## config.mk

```make
export PLATFORM = sky130hd
export DESIGN_NAME = codedisk_sig_gen
export DESIGN_NICKNAME = d
export VERILOG_FILES = /design/src/rtl/codedisk_sig_gen.sv
export SDC_FILE = /design/constraint.sdc
export NUM_CORES = 1
export LEC_CHECK = 0
export BUFFER_PORTS_ARGS = -buffer_cell sky130_fd_sc_hd__buf_2
export CAP_MARGIN = 20
export CORE_MARGIN = 2
export CORE_UTILIZATION = 55
export DETAILED_ROUTE_END_ITERATION = 16
export GPL_TIMING_DRIVEN = 0
export PLACE_DENSITY_LB_ADDON = 0.3
export REMOVE_ABC_BUFFERS = 1
export SLEW_MARGIN = 25
export SYNTH_ARGS = -nofsm -noshare
export SYNTH_HDL_FRONTEND = slang
export SYNTH_SLANG_ARGS = --single-unit
```

## constraint.sdc

```tcl
create_clock -name i_clk -period 6 [get_ports i_clk]
set_clock_uncertainty 0.1 [all_clocks]
set_input_delay 1.8 -clock i_clk [delete_from_list [all_inputs] [get_ports i_clk]]
set_output_delay 1.8 -clock i_clk [all_outputs]
set_load 0.02 [all_outputs]
```

## src/rtl/codedisk_sig_gen.sv

```systemverilog
// Code-disk signal generator: emits a tooth waveform with a missing-tooth index slot,
// optional low glitches inside a chosen slot, and a once-per-revolution pulse.
module codedisk_sig_gen #(
    parameter int CLK_PERIOD_NS = 10,
    parameter int TOOTH_NUM     = 100,
    parameter int MOTOR_FREQ    = 71,
    parameter int GLITCH_LEN    = 2
) (
    input  logic        i_clk,
    input  logic        i_rst,
    input  logic        i_enable,
    input  logic [19:0] i_tooth_period,
    input  logic        i_glitch_en,
    input  logic [6:0]  i_glitch_slot,
    output logic        o_code_sig,
    output logic [6:0]  o_tooth_idx,
    output logic        o_rev_pulse,
    output logic        o_busy
);

    localparam int          DEF_PERIOD = 1_000_000_000 / (CLK_PERIOD_NS * MOTOR_FREQ * TOOTH_NUM);
    localparam logic [19:0] DEF_P      = 20'(DEF_PERIOD);
    localparam logic [6:0]  LAST_SLOT  = 7'(TOOTH_NUM - 1);
    localparam logic [19:0] GLEN       = 20'(GLITCH_LEN);

    localparam logic [1:0] IDLE = 2'd0;
    localparam logic [1:0] HIGH = 2'd1;
    localparam logic [1:0] LOW  = 2'd2;

    logic [1:0]  state, state_n;
    logic [19:0] phase, phase_n;
    logic [19:0] period, period_n;
    logic [6:0]  slot, slot_n;
    logic        glitch, glitch_n;
    logic        slot_start;

    logic [19:0] eff_period;
    logic [19:0] hi_len;
    logic [19:0] lo_len;
    logic [19:0] g_start;
    logic [6:0]  slot_inc;
    logic        glitch_hit;
    logic        code_n;

    // Zero selects the default rate; tiny periods clamp so both phases are at least 2 clocks.
    always_comb begin
        eff_period = i_tooth_period;
        if (i_tooth_period == 20'd0) begin
            eff_period = DEF_P;
        end else if (i_tooth_period < 20'd4) begin
            eff_period = 20'd4;
        end
    end

    assign hi_len   = period >> 1;
    assign lo_len   = period - hi_len;
    assign slot_inc = (slot == LAST_SLOT) ? 7'd0 : slot + 7'd1;

    always_comb begin
        state_n    = state;
        phase_n    = phase;
        period_n   = period;
        slot_n     = slot;
        glitch_n   = glitch;
        slot_start = 1'b0;
        case (state)
            IDLE: begin
                if (i_enable) begin
                    slot_start = 1'b1;
                    slot_n     = 7'd0;
                end
            end
            HIGH: begin
                if (phase == hi_len - 20'd1) begin
                    state_n = LOW;
                    phase_n = 20'd0;
                end else begin
                    phase_n = phase + 20'd1;
                end
            end
            LOW: begin
                if (phase == lo_len - 20'd1) begin
                    if (i_enable) begin
                        slot_start = 1'b1;
                        slot_n     = slot_inc;
                    end else begin
                        state_n = IDLE;
                        phase_n = 20'd0;
                    end
                end else begin
                    phase_n = phase + 20'd1;
                end
            end
            default: begin
                state_n = IDLE;
                phase_n = 20'd0;
            end
        endcase
        // Period and glitch selection are only taken at slot starts.
        if (slot_start) begin
            state_n  = HIGH;
            phase_n  = 20'd0;
            period_n = eff_period;
            glitch_n = i_glitch_en && (i_glitch_slot == slot_n) && (i_glitch_slot < LAST_SLOT);
        end
    end

    assign g_start    = period_n >> 2;
    assign glitch_hit = glitch_n && (phase_n >= g_start) && (phase_n < g_start + GLEN);
    assign code_n     = (state_n == HIGH) && (slot_n != LAST_SLOT) && !glitch_hit;

    // Outputs are registered from the next-state values so they line up with the new state.
    always_ff @(posedge i_clk or posedge i_rst) begin
        if (i_rst) begin
            state       <= IDLE;
            phase       <= 20'd0;
            period      <= 20'd0;
            slot        <= 7'd0;
            glitch      <= 1'b0;
            o_code_sig  <= 1'b0;
            o_tooth_idx <= 7'd0;
            o_rev_pulse <= 1'b0;
            o_busy      <= 1'b0;
        end else begin
            state       <= state_n;
            phase       <= phase_n;
            period      <= period_n;
            slot        <= slot_n;
            glitch      <= glitch_n;
            o_code_sig  <= code_n;
            o_tooth_idx <= slot_n;
            o_rev_pulse <= slot_start && (slot_n == 7'd0);
            o_busy      <= (state_n != IDLE);
        end
    end

endmodule

```

After elaboration in Yosys (flattened, before gate mapping)
Index checks and enable logic that the tools add are counted.
{"block": "totals", "out_inout_bits": 10, "reg_bits": 53, "in_bits": 31}
{"block": "classes", "n_reduce_logical": 12, "magnitude_cmp": 4, "eq_ne": 8, "muxes": 22, "addsub": 6}
{"op": "two-way mux 20 bit", "count": 7}
{"op": "case mux 20 bit (3 select lines)", "count": 1}
{"op": "== test 20 bit", "count": 2}
{"op": "two-way mux 7 bit", "count": 4}
{"op": "adder 20 x 1 -> 20 bit, second input constant", "count": 1}
{"op": "greater-or-equal comparator 20 x 18 -> 1 bit", "count": 1}
{"op": "logical NOT 20 bit", "count": 1}
{"op": "less-than comparator 20 x 19 -> 1 bit", "count": 1}
{"op": "less-than comparator 20 x 3 -> 1 bit, second input constant", "count": 1}
{"op": "subtractor 19 x 1 -> 20 bit, second input constant", "count": 1}
{"op": "subtractor 20 x 1 -> 20 bit, second input constant", "count": 1}
{"op": "subtractor 20 x 19 -> 20 bit", "count": 1}
{"op": "adder 18 x 2 -> 19 bit, second input constant", "count": 1}
{"op": "case mux 7 bit (2 select lines)", "count": 1}
{"op": "two-way mux 2 bit", "count": 4}
{"op": "adder 7 x 1 -> 7 bit, second input constant", "count": 1}
{"op": "== test 7 bit", "count": 1}
{"op": "== test 7 bit, second input constant", "count": 1}
{"op": "logical AND 1 bit", "count": 7}
{"op": "logical NOT 7 bit", "count": 1}
{"op": "less-than comparator 7 bit, second input constant", "count": 1}
{"op": "inequality test 7 bit, second input constant", "count": 1}
{"op": "case mux 2 bit (3 select lines)", "count": 1}
{"op": "== test 2 x 1 -> 1 bit, second input constant", "count": 2}
{"op": "other kinds (6)", "count": 8}

Depth between registers and ports, before layout
Gate-level depths: netlist of the first run.
{"block": "logic_depth", "depth_word": 13, "ltp_mapped": 31, "mapped_depth_nobuf": 29}

Least setup slack after synthesis of the first run
No wires, ideal clock.
{"block": "synth_timing", "kind": "register to register", "from": "reg period[12]", "to": "reg o_code_sig", "setup_ns": 0.133, "stages_incl_launch_ff": 31, "required_ns": 5.767, "arrival_ns": 5.855, "synth_period_minus_slack_ns": 6.088, "slack_ns": -0.088, "cell_sequence": "dfrtp_1 inv_1 ha_1 or2_4 or3_4 a2111oi_4 a211oi_4 xnor2_4 a2111oi_4 nand4b_4 or2_2 buf_2 a21oi_1 buf_2 inv_1 buf_2 a22oi_1 nor2_1 ha_1 nor2b_1 o21a_1 o21a_1 o21a_1 o21a_1 o211ai_1 a21oi_1 a211oi_1 o21ai_0 nand4_1 o211a_1 a31oi_1"}
{"element": "start, declared", "line_no": "32", "rtl": "logic [19:0] period, period_n;"}
{"element": "start signal, assigned", "line_no": "127", "rtl": "period <= period_n;"}
{"element": "subtractor 20 x 19 -> 20 bit", "line_no": "56", "rtl": "assign lo_len = period - hi_len;"}
{"element": "subtractor 20 x 1 -> 20 bit", "line_no": "82", "rtl": "if (phase == lo_len - 20'd1) begin"}
{"element": "== test 20 bit", "line_no": "82"}
{"element": "two-way mux 20 bit / two-way mux 1 bit (equally long branches)", "line_no": "82"}
{"element": "case mux 20 bit (3 select lines) / case mux 1 bit (2 select lines) (equally long branches)", "line_no": "66", "rtl": "case (state)"}
{"element": "two-way mux 20 bit *", "line_no": "100", "rtl": "if (slot_start) begin"}
{"element": "net phase_n[1]", "line_no": "31", "rtl": "logic [19:0] phase, phase_n;"}
{"element": "greater-or-equal comparator 20 x 18 -> 1 bit", "line_no": "109", "rtl": "assign glitch_hit = glitch_n && (phase_n >= g_start) && (phase_n < g_start + GLEN);"}
{"element": "logical AND 1 bit", "line_no": "109"}
{"element": "logical AND 1 bit *", "line_no": "109"}
{"element": "logical NOT 1 bit *", "line_no": "110", "rtl": "assign code_n = (state_n == HIGH) && (slot_n != LAST_SLOT) && !glitch_hit;"}
{"element": "logical AND 1 bit *", "line_no": "110"}
{"element": "net code_n", "line_no": "43", "rtl": "logic code_n;"}
{"element": "end signal, assigned", "line_no": "130", "rtl": "o_code_sig <= code_n;"}
{"element": "end, declared", "line_no": "15", "rtl": "output logic o_code_sig,"}
The timed path passes the listed nets; every way through them passes the cells marked *.
A chain may end at the register's enable or synchronous reset.

Worst setup path in the final report of the first run
{"block": "layout_timing", "from": "reg period[5]", "to": "reg o_code_sig"}
The elaborated chain is that of the path after synthesis.

==> summary.md, run 1 <==
| Metric | Value |
|---|---|
| TritonCTS buffer count | `5` |
| Fin crit period | `5.903 ns` |
| Pre-CTS WS | `-1.512 ns` |
| Post-Layout Inst Area | `0.008617 sq mm` |
| Post-DRT Antenna Nets | `0` |
| Leakage power | `3.734 nW` |
| Routability congestion estimate | `0.9529` |
| Top Ports | `41` |
| Power density over cell area | `104.5 mW/mm^2` |
| Hold-fix buffers, CTS | `0` |
| Final period util | `a little over nine tenths` |
| Setup crit end kind | `flop` |
| Worst slew pin tran | `0.9559 ns` |
| Number of enable flip-flop cells after synthesis | `0` |
| CTS tree | `done` |
| Sequential share of power | `40.9%` |
| Initial antenna violation count | `0` |
| Fmax | `0.1694 GHz` |
| Slew HR | `36.04%` |
| HPWL Detailed | `15.97 mm` |
| Sequential area share after synthesis | `18.35%` |
| Critical path class | `reg -> reg` |
| Avg Inst Size Synth | `7.847 sq um` |
| # setup viols final | `0` |
| Ant diodes | `0` |
| Die ar. | `0.01407 sq mm` |
| Via count | `7461` |
| First-pass GRT wire length | `33.79 mm` |
| DRC viols | `0` |
| Fillers | `1043` |
| Vias/cell | `6.415` |
| Worst path max stage delay | `0.45 ns` |
| Reg clk slew, reported paths | `0.07 ns` |
| Setup crit start kind | `flop` |
| Clock Sinks | `53` |
| Synth Flop Type | `dfrtp_1` |
| Port Buffers | `40` |
| Area growth syn-to-layout | `19.23%` |
| Cell Area, Synth | `0.007227 sq mm` |
| Total core area | `0.01272 sq mm` |
| Setup total negative slack | `0 ns` |
| Final Max Slew Viols | `0` |
| YS warnings | `0` |
| Clk root buf | `clkbuf_16` |
| Share of cells above drive strength 1 | `22.40%` |
| Die X | `118.6 um` |
| Routed wire length | `roughly 22 mm` |
| Final WS setup | `0.09735 ns` |
| Initial Util | `56.81%` |
| Slowest CP cell | `dfrtp_1` |
| Arr. time, crit path | `roughly 6.0 ns` |
| Post-synth cell types | `91` |
| Worst-case clock buffer depth | `2` |
| Cell internal pwr | `0.0006220 W` |
| Hold crit path type | `reg -> reg` |
| Comb power frac | `27.5%` |
| Outcome | `complete, no violations` |
| WP data required | `6.07 ns` |
| Ys async rst share | `between 90% and 100%` |
| Cell Rows | `41` |
| RSZ-0062 raised after global routing | `true` |
| Die Span Y | `118.6 um` |
| Most used cell, CP | `o21a_1` |
| Fin. Hold Viols | `0` |
| GRT Util Overall | `29.33%` |
| Detailed-route wire length per cell | `approximately 19 um` |
| 1st-iter DRT viols | `856` |
| Clk Latency, worst-skew pair | `0.30 ns` |
| Router iterations before antenna repair | `5` |
| Clock group share of total power | `31.6%` |
| Switching pwr | `0.0002785 W` |
| Dpl cell area | `0.007542 sq mm` |
| Sw frac | `30.92%` |
| Max VDD drop | `154.1 uV` |
| H-tree Lvls | `2` |
| Final Power | `0.0009004 W` |
| CP max FO | `8` |
| Final net count | `1111` |
| Vias in the first global route | `6661` |
| Largest net degree at the start of global routing | `53` |
| Cells after synthesis | `slightly above 900` |
| FF+latch count, synth | `53` |
| Total grt overflow | `0` |
| Max_cap viols | `0` |
| Final Util | `about two thirds` |
-- placed cells by master (no fill, tap or decap), drive strengths merged, types with 7 or more instances in the layout --
cell type and n:
nand3b 10, a21oi 76, o21a 13, mux2i 8, inv 72, and3 17
or4 9, o21bai 7, nand3 27, nor4 16, nor2b 19, dfrtp 53
a2111oi 9, a31oi 8, nand2b 12, a21o 14, buf 95, o21ai 62
nor3 29, or3 8, xor2 20, ha 89, nand4 13, nand2 62
o211ai 10, xnor2 54, nor2 71, a211oi 12
-- worst max-delay path, delay by kind of cell (launching register included) --
kind / cells / cell delay (ns)
AO/OA/AOI/OAI: 16 / 2.74
AND/OR/NAND/NOR: 6 / 1.11
adder cells (fa/ha/maj): 2 / 0.66
buffers and inverters: 4 / 0.53
flip-flops: 1 / 0.45
XOR/XNOR: 1 / 0.18
-- logic make-up (layout without fill, tap and decap cells) --
kind of cell	count (synthesis)	count (layout)	share of synthesized area, %
buffers and inverters	108	177	5.956
DFF	53	53	18.35
muxes	10	10	1.420
and+or+nand+nor	322	323	24.39
xor gates and xnor gates	74	74	9.228
adders and majority gates	90	90	15.69
AOI/OAI and AO/OA	264	264	24.97
-- routing by layer --
metal | vias to the layer above | track usage [%] | part of all wire [%]
met1 | 3525 | 42.87 | 43
met4 | 0 | 8.482 | 3.0
li1 | 3503 | - | -
met5 | - | 0 | 0
met3 | 56 | 2.317 | 8.1
met2 | 377 | 46.12 | 46
-- area by class of cell --
type,instances,area (sq um),share of cell area (%)
clock buffer,6,128.9,1.496
clock inverter,2,10.01,0.1162
inverter,74,301.5,3.499
multi-input combinational,761,5952,69.07
sequential,53,1336,15.51
tap,172,215.2,2.497
timing repair buffer,95,673.1,7.812
-- cell usage after synthesis, drive strengths merged, types with 4 or more instances --
cell	number	area share, %
a2111oi	9	1.8
a211o	4	0.48
a211oi	12	1.4
a21o	14	1.5
a21oi	76	5.3
a31oi	8	0.69
and2	6	0.52
and3	17	1.5
buf	14	1.1
clkbuf	20	1.0
dfrtp	53	18
ha	89	15
inv	74	3.8
mux2i	8	1.1
nand2	62	3.3
nand2b	12	1.0
nand3	27	1.9
nand3b	10	1.0
nand4	13	1.1
nor2	70	3.7
nor2b	19	1.7
nor3	29	2.2
nor3b	5	0.59
nor4	16	1.5
o2111ai	4	0.48
o211a	4	0.55
o211ai	10	1.0
o21a	13	1.5
o21ai	62	4.4
o21bai	7	0.73
o22ai	6	0.61
or2	6	0.55
or3	8	0.76
or4	9	0.99
or4b	4	0.55
xnor2	54	6.8
xor2	20	2.4
-- power groups by stage --
stage	clock, W	sequential (W)	combinational (W)
final	0.000285	0.000368	0.000248
after detailed placement	0	0.000375	0.000206
after global routing	0.000301	0.000369	0.000268
after global placement	0	0.000374	0.000200
after floorplan	0	0.000373	0.000150
after CTS	0.000287	0.000368	0.000221
-- sequential cells by signal (all words and copies together) (netlist names) --
name and count:
glitch 1, o_busy 1, o_code_sig 1, o_rev_pulse 1, period 20, phase 20, slot 7, state 2
-- metrics by stage --
step | hold slack (ns) | instances
2_1_floorplan | 0.3563 | 887
3_3_place_gp | 0.3775 | 1099
3_5_place_dp | 0.3784 | 1101
4_1_cts | 0.4037 | 1129
5_1_grt | 0.4850 | 1163
6_report | 0.4223 | 1163
-- final timing paths --
check                           startpoint    endpoint  slack, ns  depth (start not counted)
worst max-delay path             period[5]  o_code_sig        0.1                         29
worst min register to register      glitch      glitch       0.42                          2
worst max register to register   period[5]  o_code_sig        0.1                         29
min in group asynchronous            i_rst  o_code_sig       1.26                          2
max in group asynchronous            i_rst   period[1]       4.10                          3
worst min-delay path                glitch      glitch       0.42                          2
-- what timing repair did --
item | CTS | global route
setup buffers | 19 | 34
endpoints found under the setup margin | 1 | 1
pin swaps | 12 | 27
resized for setup | 59 | 62
gates cloned | 1 | 0
Note: power is estimated with default switching activity, not from simulation.
==> run 2: changes to the inputs <==
--- a/config.mk
+++ b/config.mk
@@ -12,6 +12,7 @@
 export DETAILED_ROUTE_END_ITERATION = 16
 export GPL_TIMING_DRIVEN = 0
 export PLACE_DENSITY_LB_ADDON = 0.3
+export RECOVER_POWER = 100
 export REMOVE_ABC_BUFFERS = 1
 export SLEW_MARGIN = 25
 export SYNTH_ARGS = -nofsm -noshare
==> run 2 against run 1 <==
Net effect: first-iteration DRC count is 2.9% lower; largest power group unchanged; highest routed layer unchanged; routed wire length is 0.12% higher; largest cell class unchanged; sequential power hardly changed; the flow now finishes with violations (capacitance limit, slew limit); critical endpoint unchanged; critical path type unchanged.
==> summary.md, run 2 (synthesis results as in run 1) <==
| Metric | Value |
|---|---|
| Clock Sinks | `53 (unchanged)` |
| GRT Util Overall | `29.33% (unchanged)` |
| Biggest regs | `period (20), phase (20), slot (7) (unchanged)` |
| Area occupied by multi-input gates | `0.005952 sq mm (unchanged)` |
| Fin crit period | `5.877 ns (was 5.903 ns)` |
| Arr. time, crit path | `5.94 ns (was 5.97 ns)` |
| Worst path max stage delay | `0.45 ns (about the same)` |
| Layout Cells excl Fill | `1163 (unchanged)` |
| Final net count | `1111 (unchanged)` |
| Vias in the first global route | `6661 (unchanged)` |
| Fmax | `0.1702 GHz (was 0.1694 GHz)` |
| Initial antenna violation count | `0 (unchanged)` |
| Total grt overflow | `0 (unchanged)` |
| Dpl cell area | `0.007542 sq mm (unchanged)` |
| Die X | `118.6 um (unchanged)` |
| Placed cells | `1101 (unchanged)` |
| Routed wire length | `22.17 mm (was 22.14 mm)` |
| Leakage power | `3.688 nW (was 3.734 nW)` |
| RSZ-0062 raised after global routing | `true (unchanged)` |
| Setup crit end kind | `flop (unchanged)` |
| Slowest CP cell | `dfrtp_1 (unchanged)` |
| Failing checks | `capacitance limit, slew limit` |
| Power density over cell area | `104.5 mW/mm^2 (about the same)` |
| Die ar. | `0.01407 sq mm (unchanged)` |
| Clk root buf | `clkbuf_16 (unchanged)` |
| DRC viols | `0 (unchanged)` |
| Cell Rows | `41 (unchanged)` |
| Final Max Slew Viols | `53 (was 0)` |
| Via count | `7463 (was 7461)` |
| First-pass GRT wire length | `33.79 mm (unchanged)` |
| 1st-iter DRT viols | `831 (was 856)` |
| Max_cap viols | `1 (was 0)` |
| Vias/cell | `6.417 (was 6.415)` |
| Fin. Hold Viols | `0 (unchanged)` |
| Router iterations before antenna repair | `6 (was 5)` |
| Outcome | `complete, but fails checks (was complete, no violations)` |
| TritonCTS buffer count | `5 (unchanged)` |
| Detailed-route wire length per cell | `19.06 um (was 19.04 um)` |
| H-tree Lvls | `2 (unchanged)` |
| Top Ports | `41 (unchanged)` |
| Total core area | `0.01272 sq mm (unchanged)` |
| Routability congestion estimate | `0.9529 (unchanged)` |
| Port Buffers | `40 (unchanged)` |
| Max VDD drop | `153.1 uV (was 154.1 uV)` |
| Worst path top cell family by delay | `compound AO/OA/AOI/OAI gates (unchanged)` |
| WP data required | `6.07 ns (about the same)` |
| Setup crit start kind | `flop (unchanged)` |
| Final Power | `0.0008968 W (was 0.0009004 W)` |
| Ant diodes | `0 (unchanged)` |
| Critical path class | `reg -> reg (unchanged)` |
| Initial Util | `56.81% (unchanged)` |
| Final period util | `97.95% (was 98.38%)` |
| Commonest non-fill, non-tap cells in the layout | `75 x ha_1, 69 x a21oi_1, 64 x nor2_1 (unchanged)` |
| Post-DRT Antenna Nets | `0 (unchanged)` |
| Clk Latency, worst-skew pair | `0.30 ns (about the same)` |
| CTS tree | `done (unchanged)` |
| Most used cell, CP | `o21a_1 (unchanged)` |
| Reg area | `0.001336 sq mm (unchanged)` |
| Slew HR | `-91.94% (was 36.04%)` |
| Commonest non-fill, non-tap cell in the layout | `ha_1 (unchanged)` |
| Worst slew pin tran | `2.879 ns (was 0.9559 ns)` |
| HPWL Detailed | `15.97 mm (unchanged)` |
| Hold crit path type | `reg -> reg (unchanged)` |
| Area growth syn-to-layout | `18.72% (was 19.23%)` |
| Largest net degree at the start of global routing | `53 (unchanged)` |
| # setup viols final | `0 (unchanged)` |
| Worst-case clock buffer depth | `2 (unchanged)` |
| Reg clk slew, reported paths | `0.07 ns (about the same)` |
| Fillers | `1057 (was 1043)` |
| Post-Layout Inst Area | `0.008579 sq mm (was 0.008617 sq mm)` |
| Share of cells above drive strength 1 | `21.29% (was 22.40%)` |
| CP max FO | `8 (unchanged)` |
| Crit path buffers/inverters | `4 (unchanged)` |
| Die Span Y | `118.6 um (unchanged)` |
run 2: worst paths after layout:
check                      startpoint         end  slack, ns  cells past startpoint
hold / removal                 glitch      glitch       0.42                      2
setup / recovery            period[5]  o_code_sig       0.12                     29
hold reg to reg                glitch      glitch       0.42                      2
setup reg to reg            period[5]  o_code_sig       0.12                     29
min in group asynchronous       i_rst  o_code_sig       1.25                      2
max in group asynchronous       i_rst   period[8]       1.43                      3
run 2: final cells by class:
cell class | count | share of cell area (%)
clock inverters | 2 | 0.1167
multi-input cells | 761 | 69.37
clock buffers | 6 | 1.502
inverters | 74 | 3.500
well taps | 172 | 2.508
repair buffers | 95 | 7.423
flip-flops and latches | 53 | 15.58
run 2: what timing repair did:
action | CTS | global route
buffers inserted | 19 | 34
hold buffers | 0 | 0
gates cloned | 1 | 0
setup endpoints to repair | 1 | 1
pin swaps | 12 | 27
gates resized for setup | 59 | 62
run 2: power breakdown:
part,switching [W],internal [W]
Clock,0.000130,0.000154
Combinational,0.000141,0.000104
Sequential,0.00000633,0.000362
run 2: tightest hold or removal path: stages (launching register included):
cell     delay [ns]
dfrtp_1        0.32
nand2_1        0.04
o21ai_0        0.11
run 2: routing by layer:
layer	global-route usage, %	wire (um)
met5	0	0
met4	8.482	714
met3	2.317	1840
met2	46.12	10040
met1	42.87	9568
run 2: metrics by stage:
stage	TNS [ns]	hold WS, ns	util (%)	setup WS (ns)
CTS	0	0.4037	63.82	0.01881
global placement	-2.067	0.3775	58.87	-2.067
detailed placement	-1.512	0.3784	59.28	-1.512
global route	-0.1466	0.4850	67.44	-0.1466
floorplan	-0.6484	0.3563	-	-0.6484
finish	0	0.4193	67.44	0.1229
